$ cat config.mk
export PLATFORM = sky130hd
export DESIGN_NAME = spi_flash_rd_seq
export DESIGN_NICKNAME = d
export VERILOG_FILES = /design/src/rtl/spi_flash_pkg.sv /design/src/rtl/spi_flash_sck_gen.sv /design/src/rtl/spi_flash_rd_seq.sv
export SDC_FILE = /design/constraint.sdc
export NUM_CORES = 1
export LEC_CHECK = 0
export ABC_AREA = 1
export CAP_MARGIN = 20
export CORE_UTILIZATION = 35
export DETAILED_ROUTE_END_ITERATION = 10
export PLACE_DENSITY = 0.61
export SYNTH_ARGS = -nofsm -noshare
export SYNTH_HDL_FRONTEND = slang
export SYNTH_HIERARCHICAL = 1
export SYNTH_SLANG_ARGS = --single-unit
$ cat constraint.sdc
create_clock -name spi_flash_aclk -period 5.2 [get_ports spi_flash_aclk]
set_input_delay 1.56 -clock spi_flash_aclk [delete_from_list [all_inputs] [get_ports spi_flash_aclk]]
set_output_delay 1.56 -clock spi_flash_aclk [all_outputs]
set_load 0.005 [all_outputs]
$ cat src/rtl/spi_flash_pkg.sv
// Shared constants and state encoding for the SPI flash read sequencer.
// Build option: SPI_FLASH_FAST_READ_EN selects FAST_READ (0x0B) with a DUMMY phase.
package spi_flash_pkg;

   localparam logic [7:0] SPI_OP_READ      = 8'h03;
   localparam logic [7:0] SPI_OP_FAST_READ = 8'h0B;
   localparam int         CMD_BITS         = 32;
   localparam int         DUMMY_BITS       = 8;

`ifdef SPI_FLASH_FAST_READ_EN
   localparam bit FAST_READ = 1'b1;
   typedef enum logic [2:0] {IDLE, CMD, DUMMY, DATA, GAP} state_e;
`else
   localparam bit FAST_READ = 1'b0;
   typedef enum logic [1:0] {IDLE, CMD, DATA, GAP} state_e;
`endif

   localparam logic [7:0] SPI_OPCODE = FAST_READ ? SPI_OP_FAST_READ : SPI_OP_READ;

endpackage

$ cat src/rtl/spi_flash_sck_gen.sv
// SCK divider: toggles sck every CLK_DIV aclk cycles while enabled, freezes on stall,
// and flags the aclk edge that will raise (rise) or lower (fall) sck.
module spi_flash_sck_gen #(
   parameter int CLK_DIV = 2
) (
   input  logic clk,
   input  logic rst,
   input  logic en,
   input  logic stall,
   output logic sck,
   output logic rise,
   output logic fall
);

   localparam int CW = (CLK_DIV > 1) ? $clog2(CLK_DIV) : 1;

   logic [CW-1:0] cnt;
   logic          tc;

   assign tc   = en && !stall && (cnt == CW'(CLK_DIV - 1));
   assign rise = tc && !sck;
   assign fall = tc && sck;

   // NOTE: sequential state uses <= so every flop samples pre-edge values.
   always_ff @(posedge clk or posedge rst) begin
      if (rst) begin
         cnt <= '0;
         sck <= 1'b0;
      end else if (!en) begin
         cnt <= '0;
         sck <= 1'b0;
      end else if (!stall) begin
         if (tc) begin
            cnt <= '0;
            sck <= ~sck;
         end else begin
            cnt <= cnt + 1'b1;
         end
      end
   end

endmodule

$ cat src/rtl/spi_flash_rd_seq.sv
// SPI flash READ sequencer (mode 0, MSB first): opcode+address frame, DW-bit words out
// on a valid/ready stream with sck stretching on back-pressure. Option: SPI_FLASH_FAST_READ_EN.
module spi_flash_rd_seq
   import spi_flash_pkg::*;
#(
   parameter int CLK_DIV = 2,
   parameter int DW      = 32,
   parameter int CS_GAP  = 4
) (
   input  logic          spi_flash_aclk,
   input  logic          spi_flash_areset,
   input  logic          req_valid,
   output logic          req_ready,
   input  logic [1:0]    req_cs,
   input  logic [23:0]   req_addr,
   input  logic [7:0]    req_len,
   output logic          rsp_valid,
   input  logic          rsp_ready,
   output logic [DW-1:0] rsp_data,
   output logic          rsp_last,
   output logic [3:0]    spi_csn_o,
   output logic          spi_sck,
   output logic          spi_sdo_o,
   output logic          spi_sdo_en,
   input  logic          spi_sdi_i,
   output logic          busy
);

   localparam int BIT_W = $clog2((DW > CMD_BITS) ? DW : CMD_BITS);
   localparam int GAP_W = (CS_GAP > 1) ? $clog2(CS_GAP) : 1;

   state_e              state, state_nxt;
   logic [1:0]          cs_q;
   logic [7:0]          len_q, word_cnt;
   logic [CMD_BITS-1:0] shift_out;
   logic [DW-1:0]       shift_in;
   logic [BIT_W-1:0]    bit_cnt, bit_lim;
   logic [GAP_W-1:0]    gap_cnt;
   logic                pending, active, rise, fall, last_bit;
   logic                handshake, word_done, out_free, load;

   spi_flash_sck_gen #(.CLK_DIV(CLK_DIV)) u_sck_gen (
      .clk   (spi_flash_aclk),
      .rst   (spi_flash_areset),
      .en    (active),
      .stall (pending),
      .sck   (spi_sck),
      .rise  (rise),
      .fall  (fall)
   );

   // Reset is folded in so the front end never sees a ready while the block is held.
   assign req_ready  = (state == IDLE) && !spi_flash_areset;
   assign handshake  = req_valid && req_ready;
   assign active     = (state != IDLE) && (state != GAP);
   assign last_bit   = (bit_cnt == bit_lim);
   assign word_done  = (state == DATA) && fall && last_bit;
   assign out_free   = !rsp_valid || rsp_ready;
   assign load       = (word_done || pending) && out_free;

   assign spi_csn_o  = active ? ~(4'b0001 << cs_q) : 4'hF;
   assign spi_sdo_en = (state == CMD);
   assign spi_sdo_o  = (state == CMD) && shift_out[CMD_BITS-1];
   assign busy       = (state != IDLE) || rsp_valid;

   always_comb begin
      // NOTE: default first so no path through the case leaves bit_lim unassigned (latch).
      bit_lim = BIT_W'(CMD_BITS - 1);
      case (state)
`ifdef SPI_FLASH_FAST_READ_EN
         DUMMY:   bit_lim = BIT_W'(DUMMY_BITS - 1);
`endif
         DATA:    bit_lim = BIT_W'(DW - 1);
         default: ;
      endcase
   end

   always_comb begin
      state_nxt = state;
      case (state)
         IDLE: if (req_valid) state_nxt = CMD;
`ifdef SPI_FLASH_FAST_READ_EN
         CMD:   if (fall && last_bit) state_nxt = DUMMY;
         DUMMY: if (fall && last_bit) state_nxt = DATA;
`else
         CMD:   if (fall && last_bit) state_nxt = DATA;
`endif
         DATA: if (load && (word_cnt == len_q)) state_nxt = GAP;
         GAP:  if (gap_cnt == GAP_W'(CS_GAP - 1)) state_nxt = IDLE;
         default: state_nxt = IDLE;
      endcase
   end

   always_ff @(posedge spi_flash_aclk or posedge spi_flash_areset) begin
      if (spi_flash_areset) state <= IDLE;
      else                  state <= state_nxt;
   end

   always_ff @(posedge spi_flash_aclk or posedge spi_flash_areset) begin
      if (spi_flash_areset) begin
         cs_q      <= '0;
         len_q     <= '0;
         word_cnt  <= '0;
         shift_out <= '0;
         shift_in  <= '0;
         bit_cnt   <= '0;
         gap_cnt   <= '0;
         pending   <= 1'b0;
         rsp_valid <= 1'b0;
         rsp_last  <= 1'b0;
         rsp_data  <= '0;
      end else begin
         if (handshake) begin
            cs_q      <= req_cs;
            len_q     <= req_len;
            word_cnt  <= '0;
            shift_out <= {SPI_OPCODE, req_addr};
            bit_cnt   <= '0;
         end
         // Bits complete on the falling edge; sdo only moves while sck is low.
         if (fall) begin
            bit_cnt <= last_bit ? '0 : bit_cnt + 1'b1;
            if (state == CMD) shift_out <= {shift_out[CMD_BITS-2:0], 1'b0};
         end
         if (rise && (state == DATA)) shift_in <= {shift_in[DW-2:0], spi_sdi_i};
         // A finished word that cannot be handed off holds sck low until the slot frees.
         pending <= (word_done || pending) && !out_free;
         if (load) begin
            rsp_valid <= 1'b1;
            rsp_data  <= shift_in;
            rsp_last  <= (word_cnt == len_q);
            word_cnt  <= word_cnt + 1'b1;
         end else if (rsp_ready) begin
            rsp_valid <= 1'b0;
         end
         gap_cnt <= (state == GAP) ? gap_cnt + 1'b1 : '0;
      end
   end

endmodule

==> out/metrics.cfg, run 1 <==
[global_route]
grt_pass1_wl_mm=19.8
grt_usage=0.156
grt.overflow.total=0
grt_max_degree=73
grt_pass1_vias=4205
antenna_found_initial=0

[setup_path]
r2r-end=rsp_data[16]
reg2reg_slack_ps=2240
r2r_cells=10
worst-endpoint-arrival_ps=2850
endpoint_kind=primary output
start_kind=primary input
r2r-start=state[0]
required_ps=3640
crit_fanout=3
crit_type=in -> out

[layout]
layout-drive-gt1-share=0.0600
antenna_cells=0
area_delta_synth_final_pct=30.0
fin_nets=735
fin_cells=888
n_fill_cell=1418

[clocking]
h-tree-depth=4
numCtsBuffers=17
post_cts_resized=0
holdBufCountCts=0
path_clk_slew_ps=50
clk-insertion-delay-late_ps=420
cts_buffer_depth=2
ctsRootBufferMaster=clkbuf_16
post-cts-setup-buffers=0
clock_sinks=128
cts_tree=yes

[hold_path]
whs_path_depth=1
hp-start=gap_cnt[0]
hold_end=gap_cnt[0]
hp-class=reg -> reg

[synth]
synth_area_sq_um=5410
synth.distinct_cells=23
synth.area.mux_share=0.00416
syn-num-nets=657
yosys.area_share.simple=0.139
synth_top_cell_by_area=dfrtp_1
synth_seq_cells=128
async_flop_share=1.00
yosysTopAreaCellShare=0.592
synth_compound_area_frac=0.158
synth_area_per_cell_sq_um=8.88
synth_warnings=6
yosys.area_share.adder=0.0185
yosysMostFrequentCell=nand2_1
yosysSeqAreaShare=0.592
synthTopCellsByCount=nand2_1, dfrtp_1, o21ai_0
synth_top_family_by_area=compound AO/OA/AOI/OAI gates
syn_inst=610
synth_edf_count=0
ys.flop_type=dfrtp_1
synth_xor_area_frac=0.00485
synthTopCellsByArea=dfrtp_1, o21ai_0, nand2_1, inv_1, a21oi_1

[sta]
final.setup_skew_ps=13.2
fin_ws_ps=789
fmax_ghz=0.227
worstMarginPinSlew_ps=875
final_max_slew_viol_count=0
max_slew_margin=0.416
whs_ps=435
min_period_over_period=0.848
hold_viol_final=0
layout_min_cycle_time_ps=4410
rsz0062_at_grt=false
setup_violations=0
fin_setup_tns_ps=0

[place]
placedCellCount=856
portBuffers=81
dp_hpwl_mm=7.27
gp_congestion=0.798
dp_slack_ps=775

[routing]
routed_wl_mm=11.3
drc=0
drt_iter0_markers=255
wl_per_cell_um=12.7
ant_nets=0
vias=4161
via_per_inst=4.69
dr.pass1.iters=5

[job]
drv_cap=0

[die]
rows=45
top_level_ports=82
die_y_um=126
initial_utilization=0.357
core_area_sq_um=15100
dieArea_sq_um=16000
die_x_um=126

[pwr]
p_total_w=0.00324
p_leak_nw=3.28
power_density_nw_per_um2=461
ir_worst_vdd_uv=221

[run_status]
status=complete, no violations

-- registers in the layout, summed over array words and instances (netlist names), 5 cells and up --
signal	count
len_q	8
rsp_data	32
bit_cnt	5
shift_in	32
word_cnt	8
shift_out	32
-- kinds of logic after synthesis --
group	Yosys count
flip-flops	128
multiplexers	2
AND/OR/NAND/NOR	186
XOR/XNOR	3
buffers and inverters	117
adder cells (fa/ha/maj)	8
AO/OA/AOI/OAI	166
-- cells in the final DEF (no fill, tap or decap), drive strengths merged, types with 2 or more instances in the layout --
master | netlist | final
mux2 | 2 | 2
dfrtp | 128 | 128
clkbuf | 22 | 26
nor2 | 29 | 29
inv | 90 | 90
nand4 | 2 | 2
a21oi | 42 | 42
nand3 | 24 | 24
xor2 | 3 | 3
clkdlybuf4s50 | 0 | 81
o21ai | 118 | 118
ha | 8 | 8
o22ai | 3 | 3
bufinv | 0 | 4
nand2 | 130 | 130
buf | 5 | 5
-- report_power, final --
group | total (W) | leakage [nW] | switching, W | internal, W
clock | 0.00125 | 0.305 | 0.000400 | 0.000850
sequential | 0.00129 | 1.62 | 0.0000918 | 0.00120
combinational | 0.000706 | 1.36 | 0.000391 | 0.000315
total | 0.00324 | 3.28 | 0.000883 | 0.00236
-- worst max path at each step --
stage,slack [ps],end,startpoint,cells after the start
CTS,770,req_ready,spi_flash_areset,3
finish,790,req_ready,spi_flash_areset,3
global placement,830,req_ready,spi_flash_areset,3
floorplan,280,bit_cnt[0],spi_flash_areset,1
detailed placement,770,req_ready,spi_flash_areset,3
global route,700,req_ready,spi_flash_areset,3
-- per-stage QoR --
step	cell area, sq um	util
after floorplan	5410	-
after global placement	6400	0.422
after detailed placement	6400	0.422
after CTS	7020	0.464
after global routing	7040	0.465
final	7040	0.465
-- critical path, stage by stage --
cell	delay, ps
clkdlybuf4s50_1	490
nor2_1	260
clkdlybuf4s50_1	550
-- metal layers --
layer,up-vias,global-route usage,routed length (um)
met4,0,0.0666,200
met3,18,0.0481,527
met2,74,0.247,5030
met1,1965,0.199,5520
li1,2104,-,-
met5,-,0,0
-- final cells by class --
| type | count | area (sq um) | area share |
|---|---|---|---|
| Clock buffer | 26 | 499 | 0.0709 |
| Clock inverter | 5 | 125 | 0.0178 |
| Inverter | 90 | 340 | 0.0483 |
| Multi-Input combinational cell | 365 | 1760 | 0.251 |
| Sequential cell | 128 | 3200 | 0.455 |
| Tap cell | 188 | 235 | 0.0334 |
| Timing Repair Buffer | 86 | 873 | 0.124 |
No activity file was read; power rests on OpenSTA's default activity.
==> run 2: changes to the inputs <==
- PLACE_DENSITY: 0.61 -> 0.63
- clock period: 5.2 -> 3.9 ns (I/O delays scaled with it)
==> out/metrics.cfg, run 2 (synthesis results as in run 1) <==
[layout]
multi_input_area_sq_um=1760
fin_nets=736
regArea_sq_um=3200
largest_registers=rsp_data (32), shift_in (32), shift_out (32)
layout-drive-gt1-share=0.0628
n_fill_cell=1443
area_delta_synth_final_pct=29.8
antenna_cells=0
final_cell_mix=nand2_1, dfrtp_1, o21ai_0
fin_cells=889

[clocking]
numCtsBuffers=17
path_clk_slew_ps=50
cts_tree=yes
post_cts_resized=0
cts_buffer_depth=2
clk-insertion-delay-late_ps=420
ctsRootBufferMaster=clkbuf_16
clock_sinks=128
holdBufCountCts=0
post-cts-setup-buffers=0
h-tree-depth=4

[global_route]
grt_usage=0.158
grt.overflow.total=0
grt_pass1_wl_mm=19.8
grt_max_degree=65
grt_pass1_vias=4314
antenna_found_initial=0

[pwr]
p_leak_nw=3.27
ir_worst_vdd_uv=502
power_density_nw_per_um2=600

[place]
dp_slack_ps=281
placedCellCount=858
gp_congestion=0.815
dp_hpwl_mm=7.57
portBuffers=81

[hold_path]
hold_end=gap_cnt[0]
hp-start=gap_cnt[0]
whs_path_depth=1
hp-class=reg -> reg

[sta]
rsz0062_at_grt=false
min_period_over_period=0.930
layout_min_cycle_time_ps=3630
fin_ws_ps=274
hold_viol_final=0
final.setup_skew_ps=6.25
worstMarginPinSlew_ps=1000
max_slew_margin=0.331
setup_violations=0
fin_setup_tns_ps=0
final_max_slew_viol_count=0
fmax_ghz=0.276

[setup_path]
worst-endpoint-arrival_ps=2460
crit_type=in -> out
r2r-end=shift_out[22]
endpoint_kind=primary output
start_kind=primary input
r2r_cells=11
crit_fanout=3
startpoint=spi_flash_areset
required_ps=2730
r2r-start=state[0]
reg2reg_slack_ps=1000

[die]
die_x_um=126
die_y_um=126
rows=45
dieArea_sq_um=16000
top_level_ports=82
initial_utilization=0.357
core_area_sq_um=15100

[routing]
dr.pass1.iters=4
routed_wl_mm=11.5
drc=0
drt_iter0_markers=230
ant_nets=0
wl_per_cell_um=13.0
via_per_inst=4.76
vias=4235

[run_status]
status=complete, no violations

[job]
drv_cap=0

run 2: where the power goes:
group | internal (W) | switching (W)
Sequential | 0.00160 | 0.000130
Combinational | 0.000420 | 0.000521
Clock | 0.00100 | 0.000546
run 2: worst max path at each step:
stage	endpoint	slack [ps]
floorplan	bit_cnt[0]	1180
global placement	req_ready	310
detailed placement	req_ready	280
CTS	req_ready	270
global route	req_ready	220
finish	req_ready	270
run 2: final cells by class:
| cell class | instances | share of cell area |
|---|---|---|
| sequential | 128 | 0.456 |
| multi-input combinational | 365 | 0.251 |
| timing repair buffer | 87 | 0.129 |
| clock buffer | 25 | 0.0705 |
| inverter | 90 | 0.0486 |
| tap | 188 | 0.0335 |
| clock inverter | 6 | 0.0114 |
run 2: routing by layer:
layer | up-vias | GRT usage | share of wire
met5 | - | 0 | 0
met4 | 0 | 0.0794 | 0.020
met3 | 19 | 0.0460 | 0.045
met2 | 83 | 0.256 | 0.46
met1 | 2034 | 0.192 | 0.47
li1 | 2099 | - | -
run 2: through the flow:
step / hold slack (ps) / cell area (sq um) / power [W] / utilization
floorplan: 407 / 5420 / 0.00234 / -
global placement: 418 / 6450 / 0.00264 / 0.426
detailed placement: 445 / 6450 / 0.00269 / 0.426
CTS: 452 / 7030 / 0.00427 / 0.464
global route: 474 / 7030 / 0.00449 / 0.464
finish: 454 / 7030 / 0.00421 / 0.464
run 2: worst max-delay path, cell delays in order:
cell,delay [ps]
clkdlybuf4s50_1,490
nor2_1,250
clkdlybuf4s50_1,550
==> run 3: changes to the inputs <==
- CORE_MARGIN: not set -> 4
==> out/metrics.cfg, run 3 (synthesis results as in run 1) <==
[pwr]
power_density_nw_per_um2=597
ir_worst_vdd_uv=291
switching_share=0.291
internal_power_w=0.00296
p_leak_nw=3.26
p_sw_w=0.00121
clock_power_share=0.362
p_seq_frac=0.412
combPwrFrac=0.226

[global_route]
grt_pass1_wl_mm=19.6
grt_usage=0.136
grt.overflow.total=0
grt_max_degree=100
grt_pass1_vias=4136
antenna_found_initial=0

[die]
rows=45
dieArea_sq_um=17500
die_y_um=132
top_level_ports=82
initial_utilization=0.356
die_x_um=132
core_area_sq_um=15200

[clocking]
numCtsBuffers=17
clk-insertion-delay-late_ps=410
clock_sinks=128
holdBufCountCts=0
ctsRootBufferMaster=clkbuf_16
post_cts_resized=0
path_clk_slew_ps=60
cts_buffer_depth=2
h-tree-depth=4
cts_tree=yes
post-cts-setup-buffers=0

[sta]
max_slew_margin=0.362
worstMarginPinSlew_ps=954
setup_violations=0
fmax_ghz=0.273
hold_viol_final=0
fin_setup_tns_ps=0
min_period_over_period=0.941
final_max_slew_viol_count=0
final.setup_skew_ps=5.35
layout_min_cycle_time_ps=3670
whs_ps=445
rsz0062_at_grt=false

[place]
gp_congestion=0.778
portBuffers=81
dp_hpwl_mm=7.53

[setup_path]
path_buf_inv=2
start_kind=primary input
endpoint_kind=primary output
worstPathCellList=clkdlybuf4s50_1 -> nor2_1 -> clkdlybuf4s50_1
crit_fanout=3
slowest_delay_ps=590
critPathSlowestCell=clkdlybuf4s50_1
crit_type=in -> out
reg2reg_slack_ps=1040
required_ps=2730
worst-endpoint-arrival_ps=2500
crit_top_cell=clkdlybuf4s50_1
cp_top_family=buffers and inverters

[layout]
layout-drive-gt1-share=0.0684
final_cell_mix=nand2_1, dfrtp_1, o21ai_0
area_delta_synth_final_pct=29.2
antenna_cells=0
fin_nets=737
n_fill_cell=1453
largest_registers=rsp_data (32), shift_in (32), shift_out (32)

[hold_path]
hp-class=reg -> reg

[routing]
drc=0
via_per_inst=4.69
routed_wl_mm=11.4
vias=4178
drt_iter0_markers=188
dr.pass1.iters=4
wl_per_cell_um=12.8
ant_nets=0

[job]
drv_cap=0

[run_status]
status=complete, no violations

[run 3: cell count changes in the layout (fill, tap and decap cells not counted)]
cell        before  now
clkbuf_8         4    1
clkinv_2         4    7
clkbuf_1         4    1
clkinv_4         0    1
clkinvlp_4       1    3
buf_4            2    5
buf_12           4    2
[run 3: final cells by class]
class                           count  area [sq um]  area share
Multi-Input combinational cell    365          1760       0.252
Inverter                           90           342      0.0488
Clock buffer                       19           443      0.0633
Timing Repair Buffer               88           888       0.127
Tap cell                          188           235      0.0336
Clock inverter                     12           119      0.0170
Sequential cell                   128          3200       0.458
[run 3: metal layers]
layer,up-vias,wire (um),GRT usage,share of wire
met4,0,196,0.0583,0.017
met2,76,5330,0.206,0.47
met5,-,0,0,0
met3,16,626,0.0504,0.055
li1,2104,-,-,-
met1,1982,5250,0.176,0.46
[run 3: through the flow]
| stage | util | power, W | area [sq um] | instances | worst slack [ps] |
|---|---|---|---|---|---|
| detailed placement | 0.423 | 0.00270 | 6430 | 859 | 233 |
| global route | 0.460 | 0.00445 | 6990 | 890 | 179 |
| global placement | 0.423 | 0.00265 | 6430 | 859 | 233 |
| finish | 0.460 | 0.00418 | 6990 | 890 | 231 |
| CTS | 0.460 | 0.00423 | 6990 | 890 | 218 |
| floorplan | - | 0.00234 | 5420 | 610 | 1180 |
[run 3: final timing paths]
path                             startpoint             to  cells past startpoint
setup / recovery           spi_flash_areset      req_ready                      3
hold / removal                   gap_cnt[0]     gap_cnt[0]                      1
setup reg to reg                   state[1]  shift_out[18]                     10
hold reg to reg                  gap_cnt[0]     gap_cnt[0]                      1
max in group asynchronous  spi_flash_areset   shift_out[0]                      3
min in group asynchronous  spi_flash_areset  u_sck_gen/cnt                      2
[run 3: power groups by stage]
stage | logic [W] | clock network (W) | registers [W]
after floorplan | 0.000621 | 0 | 0.00171
after global placement | 0.000914 | 0 | 0.00173
after detailed placement | 0.000954 | 0 | 0.00174
after CTS | 0.000961 | 0.00155 | 0.00172
after global routing | 0.00109 | 0.00161 | 0.00175
final | 0.000942 | 0.00151 | 0.00172
[run 3: worst reg2reg max path: cells and delay by family (launching register included)]
kind	cells	cell delay, ps
adders and majority gates	1	470
AOI/OAI and AO/OA	3	290
DFF	1	390
buffers and inverters	3	1030
and+or+nand+nor	3	540
